### src/rtl/matmul_result_streamer_if.sv
// Handshake bundle between the matrix multiplier, the result streamer and the downstream sink.
// The slave side is the streamer; the master side is whatever drives done/c_flat/out_ready.
interface matmul_result_streamer_if #(
    parameter int N = 4,
    parameter int W = 16
);
    localparam int unsigned RW = (N > 1) ? $clog2(N) : 1;

    logic                done;
    logic [N*N*W-1:0]    c_flat;
    logic                out_valid;
    logic                out_ready;
    logic [W-1:0]        out_data;
    logic [RW-1:0]       out_row;
    logic [RW-1:0]       out_col;
    logic                out_last;
    logic                busy;
    logic                overrun;
    logic [7:0]          frame_cnt;

    modport master (
        output done, c_flat, out_ready,
        input  out_valid, out_data, out_row, out_col, out_last, busy, overrun, frame_cnt
    );

    modport slave (
        input  done, c_flat, out_ready,
        output out_valid, out_data, out_row, out_col, out_last, busy, overrun, frame_cnt
    );
endinterface

### src/rtl/matmul_result_streamer.sv
// Captures an NxN result matrix on a done pulse and streams it out element by element in
// row-major order over a valid/ready handshake; counts frames and flags dropped done pulses.
module matmul_result_streamer #(
    parameter int N = 4,
    parameter int W = 16
) (
    input  logic                     clk,
    input  logic                     rst_n,
    matmul_result_streamer_if.slave  bus
);
    localparam int unsigned NE = N * N;
    localparam int unsigned IW = (NE > 1) ? $clog2(NE) : 1;
    localparam int unsigned RW = (N > 1) ? $clog2(N) : 1;
    localparam int unsigned BW = NE * W;

    typedef enum logic {IDLE, STREAM} state_t;

    state_t          state_q, state_d;
    logic [IW-1:0]   idx_q, idx_d;
    logic [7:0]      frame_q, frame_d;
    logic            ovr_q, ovr_d;
    logic [BW-1:0]   mat_q;
    logic [BW-1:0]   src_c;
    logic            load_c, xfer_c, at_last_c;

    logic            valid_q, busy_q, last_q, last_d;
    logic [W-1:0]    data_q, data_d;
    logic [RW-1:0]   row_q, row_d, col_q, col_d;

    // Next state, index, counters and the registered view of the next element.
    always_comb begin
        state_d   = state_q;
        idx_d     = idx_q;
        frame_d   = frame_q;
        ovr_d     = ovr_q;
        load_c    = 1'b0;
        at_last_c = (idx_q == IW'(NE - 1));
        xfer_c    = (state_q == STREAM) && bus.out_ready;

        case (state_q)
            IDLE: begin
                if (bus.done) begin
                    load_c  = 1'b1;
                    idx_d   = '0;
                    state_d = STREAM;
                end
            end
            STREAM: begin
                if (xfer_c && at_last_c) begin
                    frame_d = frame_q + 8'd1;
                    idx_d   = '0;
                    // A done coinciding with the final transfer chains straight into the next frame.
                    if (bus.done) begin
                        load_c = 1'b1;
                    end else begin
                        state_d = IDLE;
                    end
                end else begin
                    if (xfer_c) begin
                        idx_d = idx_q + IW'(1);
                    end
                    if (bus.done) begin
                        ovr_d = 1'b1;
                    end
                end
            end
            default: state_d = IDLE;
        endcase

        src_c  = load_c ? bus.c_flat : mat_q;
        data_d = (state_d == STREAM) ? src_c[int'(idx_d) * W +: W] : '0;
        row_d  = RW'(int'(idx_d) / N);
        col_d  = RW'(int'(idx_d) % N);
        last_d = (state_d == STREAM) && (idx_d == IW'(NE - 1));
    end

    // Control and output registers.
    always_ff @(posedge clk or negedge rst_n) begin
        if (!rst_n) begin
            state_q <= IDLE;
            idx_q   <= '0;
            frame_q <= '0;
            ovr_q   <= 1'b0;
            valid_q <= 1'b0;
            busy_q  <= 1'b0;
            last_q  <= 1'b0;
            data_q  <= '0;
            row_q   <= '0;
            col_q   <= '0;
        end else begin
            state_q <= state_d;
            idx_q   <= idx_d;
            frame_q <= frame_d;
            ovr_q   <= ovr_d;
            valid_q <= (state_d == STREAM);
            busy_q  <= (state_d == STREAM);
            last_q  <= last_d;
            data_q  <= data_d;
            row_q   <= row_d;
            col_q   <= col_d;
        end
    end

    // Matrix buffer only changes on an accepted capture; reset leaves it alone.
    always_ff @(posedge clk) begin
        if (load_c) begin
            mat_q <= bus.c_flat;
        end
    end

    assign bus.out_valid = valid_q;
    assign bus.busy      = busy_q;
    assign bus.out_last  = last_q;
    assign bus.out_data  = data_q;
    assign bus.out_row   = row_q;
    assign bus.out_col   = col_q;
    assign bus.overrun   = ovr_q;
    assign bus.frame_cnt = frame_q;
endmodule

### src/flat_wrapper.sv
// flat-port wrapper written by rule: the top's interface ports become plain ports
module matmul_result_streamer_flat 
#(
    parameter int N = 4,
    parameter int W = 16
)
  (clk, rst_n, bus_done, bus_c_flat, bus_out_ready, bus_out_valid, bus_out_data, bus_out_row, bus_out_col, bus_out_last, bus_busy, bus_overrun, bus_frame_cnt);
  matmul_result_streamer_if #(.N(N), .W(W)) bus_i ();
  input  logic clk;
  input  logic rst_n;
  input wire logic [$bits(bus_i.done)-1:0] bus_done;
  input wire logic [$bits(bus_i.c_flat)-1:0] bus_c_flat;
  input wire logic [$bits(bus_i.out_ready)-1:0] bus_out_ready;
  output wire logic [$bits(bus_i.out_valid)-1:0] bus_out_valid;
  output wire logic [$bits(bus_i.out_data)-1:0] bus_out_data;
  output wire logic [$bits(bus_i.out_row)-1:0] bus_out_row;
  output wire logic [$bits(bus_i.out_col)-1:0] bus_out_col;
  output wire logic [$bits(bus_i.out_last)-1:0] bus_out_last;
  output wire logic [$bits(bus_i.busy)-1:0] bus_busy;
  output wire logic [$bits(bus_i.overrun)-1:0] bus_overrun;
  output wire logic [$bits(bus_i.frame_cnt)-1:0] bus_frame_cnt;
  assign bus_i.done = bus_done;
  assign bus_i.c_flat = bus_c_flat;
  assign bus_i.out_ready = bus_out_ready;
  assign bus_out_valid = bus_i.out_valid;
  assign bus_out_data = bus_i.out_data;
  assign bus_out_row = bus_i.out_row;
  assign bus_out_col = bus_i.out_col;
  assign bus_out_last = bus_i.out_last;
  assign bus_busy = bus_i.busy;
  assign bus_overrun = bus_i.overrun;
  assign bus_frame_cnt = bus_i.frame_cnt;
  matmul_result_streamer #(.N(N), .W(W)) u_core (.clk(clk), .rst_n(rst_n), .bus(bus_i));
endmodule
### config.mk
export PLATFORM = sky130hd
export DESIGN_NAME = matmul_result_streamer_flat
export DESIGN_NICKNAME = d
export VERILOG_FILES = /design/src/rtl/matmul_result_streamer_if.sv /design/src/rtl/matmul_result_streamer.sv /design/src/flat_wrapper.sv
export SDC_FILE = /design/constraint.sdc
export NUM_CORES = 1
export LEC_CHECK = 0
export ABC_CLOCK_PERIOD_IN_PS = 3430
export CORE_MARGIN = 4
export CORE_UTILIZATION = 39
export DETAILED_ROUTE_END_ITERATION = 8
export PLACE_DENSITY = 0.75
export REMOVE_ABC_BUFFERS = 1
export SKIP_CTS_REPAIR_TIMING = 1
export SYNTH_ARGS = -nofsm -noshare
export SYNTH_HDL_FRONTEND = slang
export SYNTH_SLANG_ARGS = --single-unit
export TNS_END_PERCENT = 100
### constraint.sdc
create_clock -name clk -period 3.43 [get_ports clk]
set_clock_uncertainty 0.1 [all_clocks]
set_input_delay 1.029 -clock clk [delete_from_list [all_inputs] [get_ports clk]]
set_output_delay 1.029 -clock clk [all_outputs]
set_load 0.005 [all_outputs]
== Word level (Yosys, flattened, before mapping) ==
Index checks and enable logic that the tools add are counted.
Operators by class
  $add $sub $neg: 2
  eq/ne operators: 2
  shift-type cells: 1
  mux-type cells: 11
  bitwise operators: 2
  reductions and logical operators: 5
Operators with widths (number)
  2-to-1 mux 256 bit: 1
  variable part select 256 x 9 -> 16 bit: 1
  2-to-1 mux 16 bit: 1
  2-to-1 mux 4 bit: 3
  adder 8 x 1 -> 8 bit, second input constant: 1
  equality test 4 bit, second input constant: 2
  case mux 4 bit (2 select lines): 1
  adder 4 x 1 -> 4 bit, second input constant: 1
  case mux 1 bit (2 select lines): 2
  logical AND 1 bit: 3
  2-to-1 mux 1 bit: 3
  AND reduction 3 bit: 1
  inverter 1 bit: 2
  AND reduction 2 bit: 1
Storage, ports and cells
  register bits after elaboration: 291
  input port bits: 260
  output and inout bits: 32

== Logic depth before layout (Yosys ltp) ==
Gate-level depths: netlist (run 1).
  depth in word-level cells: 7
  depth in mapped cells: 11
  gate-level depth less buffers: 9

== Worst setup path after synthesis (run 1) ==
Ideal clock, no wire load.
  kind: input to register
  start point: input bus_out_ready
  end point: register u_core.data_q[0] (netlist: u_core.bus.out_data[0])
  library setup time: 136 ps
  arrival time: 2689 ps
  setup slack: 505 ps
  stages: 9
  path buffers: 2
  cell sequence: buf_4 > nand4_2 > a21boi_4 > buf_6 > mux2_2 > mux2_2 > a22oi_1 > o211a_1 > a32oi_1
On the way
  longest elaborated chain between the ends: 7
  elaborated cells on any way between the ends: 12
RTL lines
  start, declared: RTL line flat_wrapper.sv:13  | input wire logic [$bits(bus_i.out_ready)-1:0] bus_out_ready;
  logical AND 1 bit: RTL line matmul_result_streamer.sv:38  | xfer_c = (state_q == STREAM) && bus.out_ready;
  logical AND 1 bit: RTL line matmul_result_streamer.sv:49  | if (xfer_c && at_last_c) begin
  2-to-1 mux 1 bit: RTL line matmul_result_streamer.sv:49
  case mux 1 bit (2 select lines): RTL line matmul_result_streamer.sv:40  | case (state_q)
  2-to-1 mux 256 bit
  via u_core.src_c[16]: RTL line matmul_result_streamer.sv:23  | logic [BW-1:0] src_c;
  variable part select 256 x 9 -> 16 bit: RTL line matmul_result_streamer.sv:71  | data_d = (state_d == STREAM) ? src_c[int'(idx_d) * W +: W] : '0;
  2-to-1 mux 16 bit: RTL line matmul_result_streamer.sv:71
  via u_core.data_d[0]: RTL line matmul_result_streamer.sv:27  | logic [W-1:0] data_q, data_d;
  end signal, assigned: RTL line matmul_result_streamer.sv:98  | data_q <= data_d;
  end, declared: RTL line matmul_result_streamer.sv:27
The timed path passes the listed nets, and every way through them passes these cells.
A chain may end at the register's enable or synchronous reset.

==> results of run 1 <==
-- metrics by stage --
stage	instances	setup TNS, ps	power [mW]	hold slack, ps
after floorplan	1318	-518360	9.49	307
after global placement	2099	-173	12.1	318
after detailed placement	2099	-511	12.4	324
after CTS	2154	0	15.6	337
after global routing	2155	0	16.5	352
final	2155	0	15.5	337
-- cells in the mapped netlist (all sizes together) (2+ instances only) --
library cell  number  area (sq um)
ha                 2          25.0
o21a               3          22.5
nand4              3          25.0
dfrtp             31           776
dfxtp            256          5120
or3                2          12.5
o211a              2          20.0
a22oi             13          97.6
xnor2              4          35.0
o2111ai            7          61.3
a311oi             2          17.5
o211ai             7          52.6
buf               78           464
nor3b              9          67.6
or2                2          12.5
o22a               2          17.5
mux2              86           968
inv                5          18.8
o2bb2ai            3          26.3
a211oi             5          37.5
clkbuf            17          63.8
nand2            580          2180
a21oi             40           200
a32oi             13           121
and4               2          20.0
o21ai             39           195
xor2               3          26.3
a211o              7          61.3
a2bb2oi            2          17.5
nor3               6          40.0
and3               7          43.8
a221o              3          30.0
a31oi             19           119
mux2i             38           380
nor2              55           219
nand3             34           175
a31o               9          78.8
a21boi             2          26.3
a21o               3          22.5
-- kinds of logic (layout without fill, tap and decap cells) --
| kind of cell | Yosys count | in the layout | synth area share, % |
|---|---|---|---|
| simple gates | 703 | 703 | 23.4 |
| flops | 287 | 287 | 49.1 |
| compound gates | 189 | 189 | 10.8 |
| mux | 125 | 125 | 11.4 |
| buf+inv | 100 | 445 | 4.55 |
| xor+xnor | 7 | 7 | 0.510 |
| fa+ha+maj | 2 | 2 | 0.208 |
| other cells | 0 | 1 | 0 |
-- metal layers --
| metal | wire, um | vias up |
|---|---|---|
| met2 | 18000 | 388 |
| met3 | 2330 | 65 |
| met5 | 0 | - |
| li1 | - | 5375 |
| met4 | 1200 | 0 |
| met1 | 16200 | 5111 |
-- final cells by class --
type	instances	area share, %
Clock buffer	52	5.62
Multi-Input combinational cell	1026	33.0
Clock inverter	3	0.0884
Tap cell	396	2.92
Inverter	5	0.125
Sequential cell	287	34.8
Antenna cell	1	0.0147
Timing Repair Buffer	385	23.4
-- power by group through the flow --
stage,clock network (mW),logic (mW),registers [mW]
floorplan,0,3.93,5.56
global placement,0,6.47,5.65
detailed placement,0,6.65,5.73
CTS,3.22,6.70,5.67
global route,3.34,7.34,5.84
finish,3.16,6.69,5.67
-- worst paths after layout --
path	startpoint	endpoint	slack, ps	cells after the start
hold reg to reg	u_core.mat_q[21]	u_core.mat_q[21]	340	2
setup / recovery	u_core.state_q	bus_busy	460	1
setup reg to reg	u_core.idx_q[0]	u_core.bus.out_data[1]	700	10
max in group asynchronous	rst_n	u_core.bus.out_data[3]	2090	1
min in group asynchronous	rst_n	u_core.bus.out_data[0]	540	1
hold / removal	u_core.mat_q[21]	u_core.mat_q[21]	340	2
-- placed cells by master (no fill, tap or decap), types with 19 or more instances in the layout --
cell type | synthesis | routed
nor2_1 | 52 | 52
nand2_1 | 580 | 580
buf_4 | 17 | 65
dfxtp_1 | 256 | 256
clkbuf_16 | 0 | 31
mux2_2 | 85 | 85
a31oi_1 | 19 | 19
a21oi_1 | 40 | 40
o21ai_0 | 36 | 35
nand3_1 | 33 | 33
dfrtp_1 | 31 | 31
clkdlybuf4s50_1 | 0 | 290
mux2i_1 | 38 | 38
buf_12 | 0 | 29
-- sequential cells by signal (all words and copies together) (netlist names) --
name,count
u_core.mat_q,256
u_core.bus.out_data,16
u_core.bus.frame_cnt,8
u_core.idx_q,4
u_core.bus.out_last,1
u_core.bus.overrun,1
u_core.state_q,1
==> impl_metrics.json, run 1 <==
{
  "worstPathRequired_ps": 2300,
  "gp_congestion": 0.870,
  "maxSlewHeadroom_pct": 35.6,
  "combPwrFrac_pct": 43.1,
  "clockBufferDepth": 3,
  "worst_slack_ps": 462,
  "insertion_delay_ps": 540,
  "wire_per_inst_um": 17.5,
  "numCtsBuffers": 30,
  "die_width_um": 184,
  "ys_seq_area_share_pct": 49.1,
  "fin_util_pct": 55.6,
  "synth_ff_type": "dfxtp_1",
  "avgViaCountPerCell": 5.08,
  "crit_path_cell_trace": "clkdlybuf4s50_1",
  "switching_share_pct": 34.9,
  "nets": 1997,
  "clockRootBuffer": "clkbuf_16",
  "grt_use_met2_pct": 35.9,
  "syn-cell-area_sq_mm": 0.0120,
  "avgSynthCellArea_sq_um": 8.51,
  "drv_cap": 0,
  "grt_pass1_wl_um": 57700,
  "ys_ff_latch": 287,
  "pin_count": 292,
  "drc": 1,
  "p_leak_nw": 7.52,
  "io_buffers": 291,
  "final.period_utilization_pct": 86.5,
  "die_area_sq_mm": 0.0337,
  "violations": "design-rule violations",
  "path_buf_inv": 1,
  "run_status": "complete, but fails checks",
  "p_int_mw": 10.1,
  "drtIter0Drc": 671,
  "cp_slowest_cell": "dfrtp_1",
  "syn2layout_area_growth_pct": 41.3,
  "synth_cells": 1413,
  "ir_drop_mv": 0.458,
  "end_kind": "output pin",
  "finalMaxSlewViolations": 0,
  "use_met3_pct": 3.17,
  "slowest_delay_ps": 690,
  "worst_slew_pin_slew_ps": 965,
  "drtPass1Iterations": 9,
  "grt.total_usage_pct": 21.2,
  "routed_wl_um": 37800,
  "place_area_sq_mm": 0.0160,
  "htreeDepth": 1,
  "finalSetupViolations": 0,
  "synth-edff-count": 0,
  "critPathMaxFanout": 15,
  "clkTransAtPathRegs_ps": 60,
  "dr_total_vias": 10900,
  "worst-setup-path-type": "reg2out",
  "cts_tree": "done",
  "finalCriticalPeriod_ps": 2970,
  "start_util_pct": 39.4,
  "dpl.hpwl_um": 27200,
  "switchingPower_mw": 5.41,
  "start_kind": "flop",
  "synth_cell_types": 66,
  "cp_top_family": "flip-flops",
  "grt_max_degree": 51,
  "fmax_mhz": 337,
  "seqPwrFrac_pct": 36.5,
  "design.core.area_sq_mm": 0.0305,
  "grt_antenna_before_repair": 1,
  "final_antenna_net_count": 0,
  "drive_above_1_share_pct": 14.2,
  "overflow": 0,
  "p_clk_share_pct": 20.4,
  "pre_cts_ws_ps": -111,
  "regArea_sq_mm": 0.00590,
  "busiest_layer": "met2",
  "die_h_um": 184,
  "hold_viol": 0,
  "power_density_mw_per_mm2": 915,
  "grt_setup_unrepaired": "no",
  "async_flop_share_pct": 10.8,
  "grt_pass1_vias": 10800,
  "fill_cells": 2725,
  "arrival_ps": 1840,
  "multi_input_comb_area_sq_mm": 0.00561,
  "use_met1_pct": 28.1,
  "cts_sinks": 287,
  "min_path_type": "reg2reg",
  "final_area_sq_mm": 0.0170,
  "row_count": 64,
  "ys_warn_count": 0
}
(Power assumes the default switching activity.)
==> run 2, diff against run 1 <==
Settings changed: CORE_MARGIN 4 to 1.
==> impl_metrics.json, run 2 (same netlist as run 1, synthesis figures left out) <==
{
  "fill_cells": 2618,
  "overflow": 0,
  "cts_sinks": 287,
  "grt_antenna_before_repair": 3,
  "cts_tree": "done",
  "end_kind": "output pin",
  "power_density_mw_per_mm2": 912,
  "clockBufferDepth": 3,
  "hold_viol": 0,
  "p_total_mw": 15.6,
  "dpl.hpwl_um": 26900,
  "slowest_delay_ps": 690,
  "pin_count": 292,
  "run_status": "completed",
  "grt_pass1_wl_um": 57500,
  "finalCriticalPeriod_ps": 2980,
  "gp_congestion": 0.849,
  "clkTransAtPathRegs_ps": 60,
  "path_buf_inv": 1,
  "final_antenna_net_count": 0,
  "insertion_delay_ps": 550,
  "crit_path_cell_trace": "clkdlybuf4s50_1",
  "grt_setup_unrepaired": "no",
  "critPathMaxFanout": 15,
  "syn2layout_area_growth_pct": 42.1,
  "worst_slew_pin_slew_ps": 948,
  "io_buffers": 291,
  "grt_max_degree": 45,
  "dr_total_vias": 11200,
  "layout_commonest_cell": "nand2_1",
  "top_register": "u_core.mat_q",
  "cp_top_family": "flip-flops",
  "drc": 0,
  "finalMaxSlewViolations": 0,
  "die_width_um": 178,
  "start_kind": "flop",
  "design.core.area_sq_mm": 0.0300,
  "numCtsBuffers": 30,
  "drtIter0Drc": 771,
  "nets": 2022,
  "place_area_sq_mm": 0.0161,
  "wire_per_inst_um": 17.2,
  "avgViaCountPerCell": 5.14,
  "largest_reg_flops": 256,
  "final_cell_mix": "580 x nand2_1, 290 x clkdlybuf4s50_1, 256 x dfxtp_1",
  "die_area_sq_mm": 0.0315,
  "row_count": 63,
  "pre_cts_ws_ps": -70.5,
  "r2r_slack_ps": 660,
  "start_util_pct": 40.1,
  "hold-worst-slack_ps": 334,
  "fin_util_pct": 57.0,
  "die_h_um": 178,
  "worst_slack_ps": 451,
  "drive_above_1_share_pct": 15.5,
  "clockRootBuffer": "clkbuf_16",
  "finalSetupViolations": 0,
  "cp_slowest_cell": "dfrtp_1",
  "ir_drop_mv": 0.444,
  "final_area_sq_mm": 0.0171,
  "maxSlewHeadroom_pct": 36.8,
  "grt.total_usage_pct": 23.3,
  "drv_cap": 0,
  "arrival_ps": 1850,
  "drtPass1Iterations": 5,
  "routed_wl_um": 37300,
  "fin_setup_tns_ps": 0,
  "worst-setup-path-type": "reg2out",
  "grt_pass1_vias": 11200,
  "final.period_utilization_pct": 86.8,
  "min_path_type": "reg2reg",
  "worstPathRequired_ps": 2300,
  "fin_cells": 2176,
  "post-place-cells": 2118,
  "fmax_mhz": 336,
  "htreeDepth": 1,
  "p_leak_nw": 7.61
}
==> run 2: cell count changes in the layout (fill, tap and decap cells not counted), moves of 2 or more <==
cell        before  now
clkinv_2         3    6
clkbuf_1        11    7
buf_12          29   20
clkinvlp_4       0    2
buf_4           65   99
diode_2          1    3
clkbuf_8        10    6
==> run 2: power breakdown <==
group	internal, mW	leakage (nW)	switching (mW)
clock	1.90	0.490	1.37
sequential	5.07	2.53	0.615
combinational	3.14	4.59	3.48
total	10.1	7.61	5.46
==> run 2: layer usage <==
layer | routed length, um | up-vias | part of all wire, % | global-route usage [%]
met1 | 15800 | 5236 | 42 | 29.4
met2 | 17800 | 455 | 48 | 39.6
met4 | 1390 | 0 | 3.7 | 10.1
met5 | 0 | - | 0 | 0
li1 | - | 5413 | - | -
met3 | 2340 | 87 | 6.3 | 3.06
==> run 2: worst reg2reg max path: stages (launching register included) <==
cell and delay (ps):
dfrtp_1 500, ha_1 300, nand4_2 170, a21boi_4 230
buf_12 220, buf_12 210, buf_4 150, mux2_2 330
nor2_1 130, nor3b_1 80, a21oi_1 150, a32oi_1 80
==> run 2: final timing paths <==
| path | start | end | cells after the start |
|---|---|---|---|
| max reg2reg | u_core.idx_q[0] | u_core.bus.out_data[4] | 11 |
| max in group asynchronous | rst_n | u_core.bus.out_data[10] | 1 |
| max | u_core.state_q | bus_out_valid | 1 |
| min reg2reg | u_core.mat_q[24] | u_core.mat_q[24] | 2 |
| min in group asynchronous | rst_n | u_core.bus.frame_cnt[7] | 1 |
| min | u_core.mat_q[24] | u_core.mat_q[24] | 2 |
==> run 2: layout make-up <==
class	count	area, sq um	area share (%)
Sequential cell	287	5900	34.6
Multi-Input combinational cell	1026	5610	32.9
Timing Repair Buffer	410	4050	23.7
Clock buffer	45	910	5.33
Tap cell	390	488	2.86
Clock inverter	10	86.3	0.506
Inverter	5	21.3	0.125
Antenna cell	3	7.51	0.0440
